$ cat src/rtl/add16u_err_pkg.sv
// Shared definitions for the approximate-adder error monitor.
//   state_t      : run-control FSM states
//   ADD_W        : default operand width
//   CNT_W_DEF    : default sample-counter width
//   acc_width()  : err_sum width that cannot overflow for a full-length run
//   sq_width()   : err_sq width that cannot overflow for a full-length run
package add16u_err_pkg;

    localparam int unsigned ADD_W     = 16;
    localparam int unsigned CNT_W_DEF = 20;

    typedef enum logic [1:0] {
        IDLE  = 2'd0,
        RUN   = 2'd1,
        DRAIN = 2'd2,
        DONE  = 2'd3
    } state_t;

    function automatic int unsigned acc_width(input int unsigned w, input int unsigned cnt_w);
        return w + 1 + cnt_w;
    endfunction

    function automatic int unsigned sq_width(input int unsigned w, input int unsigned cnt_w);
        return 2 * (w + 1) + cnt_w;
    endfunction

endpackage

$ cat src/rtl/add16u_err_absdiff.sv
// First pipeline stage of the error monitor: recomputes the exact sum of the
// operands and registers the absolute error against the approximate sum.
// Ports:
//   clk, rst   : clock, synchronous active-high reset (clears s1_valid)
//   in_valid   : an accepted sample is present on in_a/in_b/in_o
//   in_a, in_b : operands (W bits)
//   in_o       : approximate sum under test (W+1 bits)
//   s1_valid   : registered sample valid
//   s1_abs     : registered |(in_a+in_b) - in_o|
//   s1_nz      : registered (error != 0)
module add16u_err_absdiff
    import add16u_err_pkg::*;
#(
    parameter int unsigned W = ADD_W
) (
    input  logic         clk,
    input  logic         rst,
    input  logic         in_valid,
    input  logic [W-1:0] in_a,
    input  logic [W-1:0] in_b,
    input  logic [W:0]   in_o,
    output logic         s1_valid,
    output logic [W:0]   s1_abs,
    output logic         s1_nz
);

    logic [W:0] exact;
    logic [W:0] diff_abs;

    // Unsigned magnitude without a sign bit: subtract the smaller from the larger.
    always_comb begin
        exact    = {1'b0, in_a} + {1'b0, in_b};
        diff_abs = (exact >= in_o) ? (exact - in_o) : (in_o - exact);
    end

    always_ff @(posedge clk) begin
        if (rst) begin
            s1_valid <= 1'b0;
        end else begin
            s1_valid <= in_valid;
        end
    end

    always_ff @(posedge clk) begin
        s1_abs <= diff_abs;
        s1_nz  <= (exact != in_o);
    end

endmodule

$ cat src/rtl/add16u_err_monitor.sv
// Streaming error monitor for an approximate W-bit unsigned adder.
// Accumulates sum|err|, sum err^2, max|err| and count(err!=0) over a
// programmed number of samples.
// Ports:
//   clk, rst    : clock, synchronous active-high reset
//   start       : begin a run (honoured only in IDLE/DONE)
//   n_samples   : run length, latched when start is honoured
//   in_valid    : sample valid;  in_ready : sample accepted when both high
//   in_a, in_b  : operands;      in_o     : approximate sum (W+1 bits)
//   busy        : run in progress (accepting samples)
//   done        : run complete, statistics stable
//   sample_cnt  : samples retired this run
//   err_sum     : sum |err|      err_sq  : sum err^2
//   err_max     : max |err|      err_cnt : samples with err != 0
module add16u_err_monitor
    import add16u_err_pkg::*;
#(
    parameter int unsigned W     = ADD_W,
    parameter int unsigned CNT_W = CNT_W_DEF,
    parameter int unsigned ACC_W = acc_width(W, CNT_W),
    parameter int unsigned SQ_W  = sq_width(W, CNT_W)
) (
    input  logic             clk,
    input  logic             rst,
    input  logic             start,
    input  logic [CNT_W-1:0] n_samples,
    input  logic             in_valid,
    output logic             in_ready,
    input  logic [W-1:0]     in_a,
    input  logic [W-1:0]     in_b,
    input  logic [W:0]       in_o,
    output logic             busy,
    output logic             done,
    output logic [CNT_W-1:0] sample_cnt,
    output logic [ACC_W-1:0] err_sum,
    output logic [SQ_W-1:0]  err_sq,
    output logic [W:0]       err_max,
    output logic [CNT_W-1:0] err_cnt
);

    state_t           state;
    logic [CNT_W-1:0] n_lat;
    logic [CNT_W-1:0] accepted;
    logic             accept;
    logic             start_acc;

    logic             s1_valid;
    logic [W:0]       s1_abs;
    logic             s1_nz;
    logic [SQ_W-1:0]  s1_sq;

    // in_ready depends on registered state only, never on in_valid.
    always_comb begin
        in_ready  = (state == RUN) && (accepted < n_lat);
        accept    = in_valid && in_ready;
        start_acc = start && ((state == IDLE) || (state == DONE));
        busy      = (state == RUN);
        done      = (state == DONE);
        s1_sq     = SQ_W'(s1_abs) * SQ_W'(s1_abs);
    end

    add16u_err_absdiff #(
        .W (W)
    ) u_absdiff (
        .clk      (clk),
        .rst      (rst),
        .in_valid (accept),
        .in_a     (in_a),
        .in_b     (in_b),
        .in_o     (in_o),
        .s1_valid (s1_valid),
        .s1_abs   (s1_abs),
        .s1_nz    (s1_nz)
    );

    always_ff @(posedge clk) begin
        if (rst) begin
            state    <= IDLE;
            n_lat    <= '0;
            accepted <= '0;
        end else begin
            unique case (state)
                IDLE, DONE: begin
                    if (start) begin
                        n_lat    <= n_samples;
                        accepted <= '0;
                        state    <= (n_samples == '0) ? DONE : RUN;
                    end
                end
                RUN: begin
                    if (accept) begin
                        accepted <= accepted + CNT_W'(1);
                        if (accepted + CNT_W'(1) == n_lat) begin
                            state <= DRAIN;
                        end
                    end
                end
                DRAIN: begin
                    // S2 is the accumulator itself, so only S1 needs to empty.
                    if (!s1_valid) begin
                        state <= DONE;
                    end
                end
                default: state <= IDLE;
            endcase
        end
    end

    // Pipeline is always empty when a start is honoured, so clear and
    // update never coincide.
    always_ff @(posedge clk) begin
        if (rst || start_acc) begin
            sample_cnt <= '0;
            err_sum    <= '0;
            err_sq     <= '0;
            err_max    <= '0;
            err_cnt    <= '0;
        end else if (s1_valid) begin
            sample_cnt <= sample_cnt + CNT_W'(1);
            err_sum    <= err_sum + ACC_W'(s1_abs);
            err_sq     <= err_sq + s1_sq;
            if (s1_abs >= err_max) begin
                err_max <= s1_abs;
            end
            err_cnt    <= err_cnt + CNT_W'(s1_nz);
        end
    end

endmodule

$ cat config.mk
export PLATFORM = sky130hd
export DESIGN_NAME = add16u_err_monitor
export DESIGN_NICKNAME = d
export VERILOG_FILES = /design/src/rtl/add16u_err_pkg.sv /design/src/rtl/add16u_err_absdiff.sv /design/src/rtl/add16u_err_monitor.sv
export SDC_FILE = /design/constraint.sdc
export NUM_CORES = 1
export LEC_CHECK = 0
export BUFFER_PORTS_ARGS = -buffer_cell sky130_fd_sc_hd__buf_4
export CORE_MARGIN = 2
export CORE_UTILIZATION = 60
export DETAILED_ROUTE_END_ITERATION = 12
export PLACE_DENSITY_LB_ADDON = 0.2
export SYNTH_ARGS = -nofsm -noshare
export SYNTH_HDL_FRONTEND = slang
export SYNTH_SLANG_ARGS = --single-unit
$ cat constraint.sdc
create_clock -name clk -period 8.3 [get_ports clk]
set_clock_uncertainty 0.2 [all_clocks]
set_input_delay 1.245 -clock clk [delete_from_list [all_inputs] [get_ports clk]]
set_output_delay 1.245 -clock clk [all_outputs]
set_load 0.05 [all_outputs]
==> flow_metrics.tcl, run 1 <==
set metrics [dict create \
    drc 0 \
    grt_pass1_wl_mm 90.9 \
    core.rowCount 70 \
    slew_viol_final 0 \
    dr.pass1.iters 5 \
    overflow 0 \
    dr_total_vias 18400 \
    setup_viol 0 \
    grt_pass1_vias 18800 \
    period_needed_ns 7.39 \
    syn-num-nets 3131 \
    critPathLaunchType "flip-flop" \
    max_stage_delay_ns 0.88 \
    cts_resized 0 \
    worstPathArrival_ns 7.62 \
    wl_per_cell_um 16.8 \
    setup_tns_ns 0 \
    diodes 0 \
    reg2regPathDepth 21 \
    r2r_end "err_sq[49]" \
    rsz0062_at_grt "false" \
    min_path_cells 2 \
    cp-end-kind "flip-flop" \
    dpl.hpwl_mm 43.0 \
    crit_chain "nand2_1, fa_1, inv_1, fa_1, inv_1, fa_1, inv_1, fa_1, fa_1, inv_1, fa_1, inv_1, ha_1, nand3_1, o21ai_0, nor3_2, o31a_1, o21ai_4, a221o_1, a31oi_1, a41o_1" \
    drive_above_1_share 0.112 \
    clkLatencyLatePin_ns 0.57 \
    htreeDepth 1 \
    fp.dieW_um 195 \
    syn_area_sq_mm 0.0220 \
    synth_edf_count 0 \
    cts_hold_buffers 0 \
    cp_max_fo 20 \
    ys_ff_latch 209 \
    numCtsBuffers 25 \
    r2r-start "u_absdiff.s1_abs[6]" \
    core_area_sq_mm 0.0363 \
    dieArea_sq_mm 0.0382 \
    synth_warnings 0 \
    grt_start_max_net_pins 84 \
    cts_max_path_buffers 3 \
    maxCapViolCount 0 \
    area_growth_pct 12.8 \
    period_share 0.890 \
    cts_root_buf "clkbuf_16" \
    drt_wl_total_mm 54.7 \
    relSlewSlack 0.287 \
    die_h_um 195 \
    path_clk_slew_ns 0.06 \
    synth_ff_type "dfxtp_1" \
    io_pins 224 \
    cts_tree "done" \
    cts.sink_count 209 \
    nets 3292 \
    fmax_mhz 135 \
    tightestPinTransition_ns 1.07 \
    yosysTopAreaCell "fa_1" \
    cp.required_ns 8.54 \
    antenna_found_initial 0 \
    detail-route-antenna-nets 0 \
    synth_cell_types 78 \
    ys_seq_area_frac 0.190 \
    hp-class "flip-flop to flip-flop" \
    holdPathEnd "n_lat[0]" \
    crit_top_cell "fa_1" \
    track_usage 0.291 \
    synthArstFlopShare 0 \
    via_per_inst 5.65 \
    post_cts_buffers 0 \
    synth_top_area_share 0.207 \
    synthTopCellsByArea "fa_1 21%, dfxtp_1 19%, ha_1 13%" \
    worstSetupPathType "flip-flop to flip-flop" \
    status "finished clean" \
    drt_iter0_drc 971 \
    reg2reg_slack_ns 0.91 \
    start_util 0.605 \
    syn_area_per_cell_sq_um 8.44 \
    syn_inst 2605 \
    gp_congestion 0.907 \
    hold_viol 0 \
    port_buffers 223 \
    slowest_stage "dfxtp_1" \
    min_from "n_lat[0]" \
]
cells in the final DEF, fill, tap and decap left out, types with 4 or more instances in the layout:
master and count:
a31o_2 6, ha_1 226, a21oi_1 148, nand2_1 211
and2_1 65, or4_1 6, nor2_1 197, or3_1 29
nand3_1 73, clkbuf_16 25, fa_1 227, nand2b_1 14
o31ai_1 18, clkbuf_8 5, a211o_1 4, a21o_1 60
o21bai_1 13, o21ai_0 75, o21a_1 11, a211oi_1 14
o211ai_1 9, buf_4 236, a31oi_1 20, nor3_1 30
nand4_1 43, nor4_1 14, a41o_1 6, mux2i_1 48
and4_1 7, xnor2_1 74, clkbuf_1 8, nor3b_1 8
nor2b_1 20, and3_1 33, xor2_1 79, dfxtp_1 208
or2_2 7, inv_1 432
state kept, by name, summed over array words and instances, names as in the netlist:
register            cells
err_sq                 54
n_lat                  20
err_max                17
state                   2
sample_cnt             20
u_absdiff.s1_nz         1
err_sum                37
err_cnt                20
accepted               20
u_absdiff.s1_abs       17
u_absdiff.s1_valid      1
worst max path at each step:
stage | cells past startpoint | endpoint | start | slack (ns)
after global routing | 21 | err_sq[49] | u_absdiff.s1_abs[7] | 0.54
after CTS | 21 | err_sq[49] | u_absdiff.s1_abs[7] | 1.05
final | 21 | err_sq[49] | u_absdiff.s1_abs[6] | 0.91
after global placement | 21 | err_sq[37] | u_absdiff.s1_abs[6] | 1.23
after floorplan | 25 | err_sq[49] | u_absdiff.s1_abs[8] | 1.76
after detailed placement | 21 | err_sq[49] | u_absdiff.s1_abs[7] | 1.06
synthesized netlist by cell type (4+ instances only):
library cell  number
a211oi_1          14
nand2b_1          15
a31oi_1           20
a41o_1             6
nand4_1           43
xnor2_1           74
nor2b_1           20
dfxtp_1          209
buf_1             13
nor3_1            30
ha_1             226
nor3b_1            8
nor4_1            14
clkbuf_1          75
o21bai_1          13
and2_1            65
o211ai_1           9
xor2_1            79
and3_1            33
or4_1              6
or2_2              7
o31ai_1           18
nor2_1           198
or3_1             29
nand2_1          211
a21o_1            60
inv_1            432
and4_1             7
a21oi_1          149
buf_2             11
a211o_1            4
mux2i_1           48
nand3_1           73
o21ai_0           75
a31o_2             6
o21a_1            11
fa_1             227
worst max-delay path, delay by kind of cell (launching register included):
kind	cells	cell delay, ns
buffers and inverters	5	0.27
AND/OR/NAND/NOR	3	0.41
flip-flops	1	0.88
adder cells (fa/ha/maj)	7	3.54
AO/OA/AOI/OAI	6	1.95
kinds of logic after synthesis:
logic type	synth area share
multiplexers	0.0234
adder cells (fa/ha/maj)	0.335
flip-flops	0.190
XOR/XNOR	0.0610
buffers and inverters	0.0925
AO/OA/AOI/OAI	0.126
AND/OR/NAND/NOR	0.171
layer usage:
| layer | share of wire | global-route usage | routed length [um] | vias up |
|---|---|---|---|---|
| li1 | - | - | - | 8865 |
| met1 | 0.42 | 0.368 | 22900 | 8935 |
| met2 | 0.50 | 0.515 | 27100 | 473 |
| met3 | 0.061 | 0.0437 | 3330 | 91 |
| met4 | 0.024 | 0.0848 | 1290 | 0 |
| met5 | 0 | 0 | 0 | - |
metrics by stage:
step           instance area (sq um)  hold WS (ns)  cells   util  setup slack [ns]
6_report                       24800         0.274   3253  0.682             0.913
5_1_grt                        24800         0.297   3253  0.682             0.539
3_3_place_gp                   23900         0.256   3207  0.659              1.23
4_1_cts                        24800         0.275   3253  0.682              1.05
2_1_floorplan                  22000         0.241   2605      -              1.76
3_5_place_dp                   23900         0.267   3207  0.659              1.06
layout make-up:
type / instances / area (sq um)
Clock buffer: 38 / 724
Sequential cell: 209 / 4190
Multi-Input combinational cell: 1862 / 15800
Fill cell: 2980 / 11600
Timing Repair Buffer: 236 / 1770
Inverter: 432 / 1620
Clock inverter: 8 / 111
Tap cell: 468 / 586
Power of run 1 is not shown: default switching activity piles up to over one toggle a cycle in this logic, so the estimate is an artifact.
==> inputs of run 2 (changes only) <==
--- a/config.mk
+++ b/config.mk
@@ -5,10 +5,10 @@
 export SDC_FILE = /design/constraint.sdc
 export NUM_CORES = 1
 export LEC_CHECK = 0
-export BUFFER_PORTS_ARGS = -buffer_cell sky130_fd_sc_hd__buf_4
 export CORE_MARGIN = 2
-export CORE_UTILIZATION = 60
+export CORE_UTILIZATION = 50
 export DETAILED_ROUTE_END_ITERATION = 12
+export DONT_BUFFER_PORTS = 1
 export PLACE_DENSITY_LB_ADDON = 0.2
 export SYNTH_ARGS = -nofsm -noshare
 export SYNTH_HDL_FRONTEND = slang
==> run 2 against run 1 <==
Sequential share of layout area is 0.99 points higher; clock-buffer cell count is 6 lower; die area is 20% higher; critical endpoint unchanged; core utilization is 14 points lower; critical path type unchanged; via count is 4.6% lower; global-route usage is 4.1 points lower; maximum frequency is 0.59% lower; wire length is 2.6% higher; worst hold slack worse by 0.016 ns.
==> flow_metrics.tcl, run 2 (synthesis results as in run 1) <==
set metrics [dict create \
    status "finished clean" \
    via_per_inst 5.56 \
    cts_hold_buffers 0 \
    path_clk_slew_ns 0.06 \
    cp-end-kind "flip-flop" \
    gp_congestion 0.873 \
    period_needed_ns 7.43 \
    diodes 0 \
    detail-route-antenna-nets 0 \
    drt_iter0_drc 817 \
    area_growth_pct 6.50 \
    core_area_sq_mm 0.0433 \
    drt_wl_total_mm 56.1 \
    clkLatencyLatePin_ns 0.57 \
    nets 3074 \
    slew_viol_final 0 \
    drc 0 \
    dr.pass1.iters 5 \
    final_common_cell "inv_1" \
    setup_tns_ns 0 \
    worstPathArrival_ns 7.69 \
    die_h_um 214 \
    dieArea_sq_mm 0.0456 \
    cp_max_fo 20 \
    largest_register_ffs 54 \
    fmax_mhz 135 \
    dr_total_vias 17500 \
    cts_resized 0 \
    grt_start_max_net_pins 81 \
    layout_common_cells "432 x inv_1, 227 x fa_1, 226 x ha_1, 211 x nand2_1, 208 x dfxtp_1" \
    htreeDepth 1 \
    hp-class "flip-flop to flip-flop" \
    hold_viol 0 \
    cts.sink_count 209 \
    cp.required_ns 8.56 \
    r2r-start "u_absdiff.s1_abs[7]" \
    post_cts_buffers 0 \
    track_usage 0.250 \
    cts_tree "done" \
    fp.dieW_um 214 \
    period_share 0.895 \
    worstSetupPathType "flip-flop to flip-flop" \
    grt_pass1_vias 17800 \
    reg.largest.list "err_sq x54, err_sum x37" \
    maxCapViolCount 0 \
    drive_above_1_share 0.0397 \
    start_util 0.508 \
    dpl.hpwl_mm 44.3 \
    tightestPinTransition_ns 1.18 \
    relSlewSlack 0.210 \
    io_pins 224 \
    core.rowCount 76 \
    grt_pass1_wl_mm 91.5 \
    setup_viol 0 \
    min_from "n_lat[0]" \
    rsz0062_at_grt "false" \
    startpoint "u_absdiff.s1_abs[7]" \
    cts_max_path_buffers 3 \
    port_buffers 0 \
    wl_per_cell_um 17.8 \
    critPathLaunchType "flip-flop" \
    max_flop_register "err_sq" \
    antenna_found_initial 1 \
    numCtsBuffers 27 \
    overflow 0 \
    cts_root_buf "clkbuf_16" \
]
==> run 2: critical path: stages (launching register included) <==
cell and delay [ns]:
dfxtp_1 0.91, nand2_1 0.16, fa_1 0.58, inv_1 0.07, fa_1 0.49, inv_1 0.05, fa_1 0.47, inv_1 0.05
fa_1 0.51, fa_1 0.56, inv_1 0.06, fa_1 0.52, inv_1 0.04, ha_1 0.39, nand3_1 0.13, o21ai_0 0.53
nor3_2 0.13, o31a_1 0.41, o21ai_4 0.22, a221o_1 0.47, a31oi_1 0.15, a41o_1 0.22
==> run 2: metal layers <==
layer	part of all wire	track usage	wire, um	vias up
li1	-	-	-	8454
met1	0.43	0.314	24000	8617
met2	0.49	0.434	27200	375
met3	0.062	0.0535	3490	76
met4	0.025	0.0690	1390	2
met5	0.00030	0	17	-
==> run 2: layout make-up <==
| cell class | instances | area, sq um |
|---|---|---|
| clock buffers | 32 | 724 |
| clock inverters | 18 | 241 |
| fillers | 4001 | 19900 |
| inverters | 432 | 1620 |
| multi-input cells | 1862 | 15800 |
| flip-flops and latches | 209 | 4190 |
| well taps | 585 | 732 |
| repair buffers | 16 | 120 |
==> run 2: worst paths after layout <==
check,endpoint,slack [ns],cells after the start
min,n_lat[0],0.26,2
max reg2reg,err_sq[49],0.87,21
min reg2reg,n_lat[0],0.26,2
max,err_sq[49],0.87,21
==> run 2: stage by stage <==
stage	area, sq um	setup WS [ns]	utilization	cells	hold slack (ns)
detailed placement	22400	0.944	0.519	3104	0.248
finish	23400	0.870	0.541	3154	0.258
CTS	23400	0.957	0.541	3154	0.258
floorplan	22000	1.76	-	2605	0.241
global placement	22400	1.07	0.519	3104	0.249
global route	23400	0.459	0.541	3154	0.285
Power of run 2 is left out for the same reason.
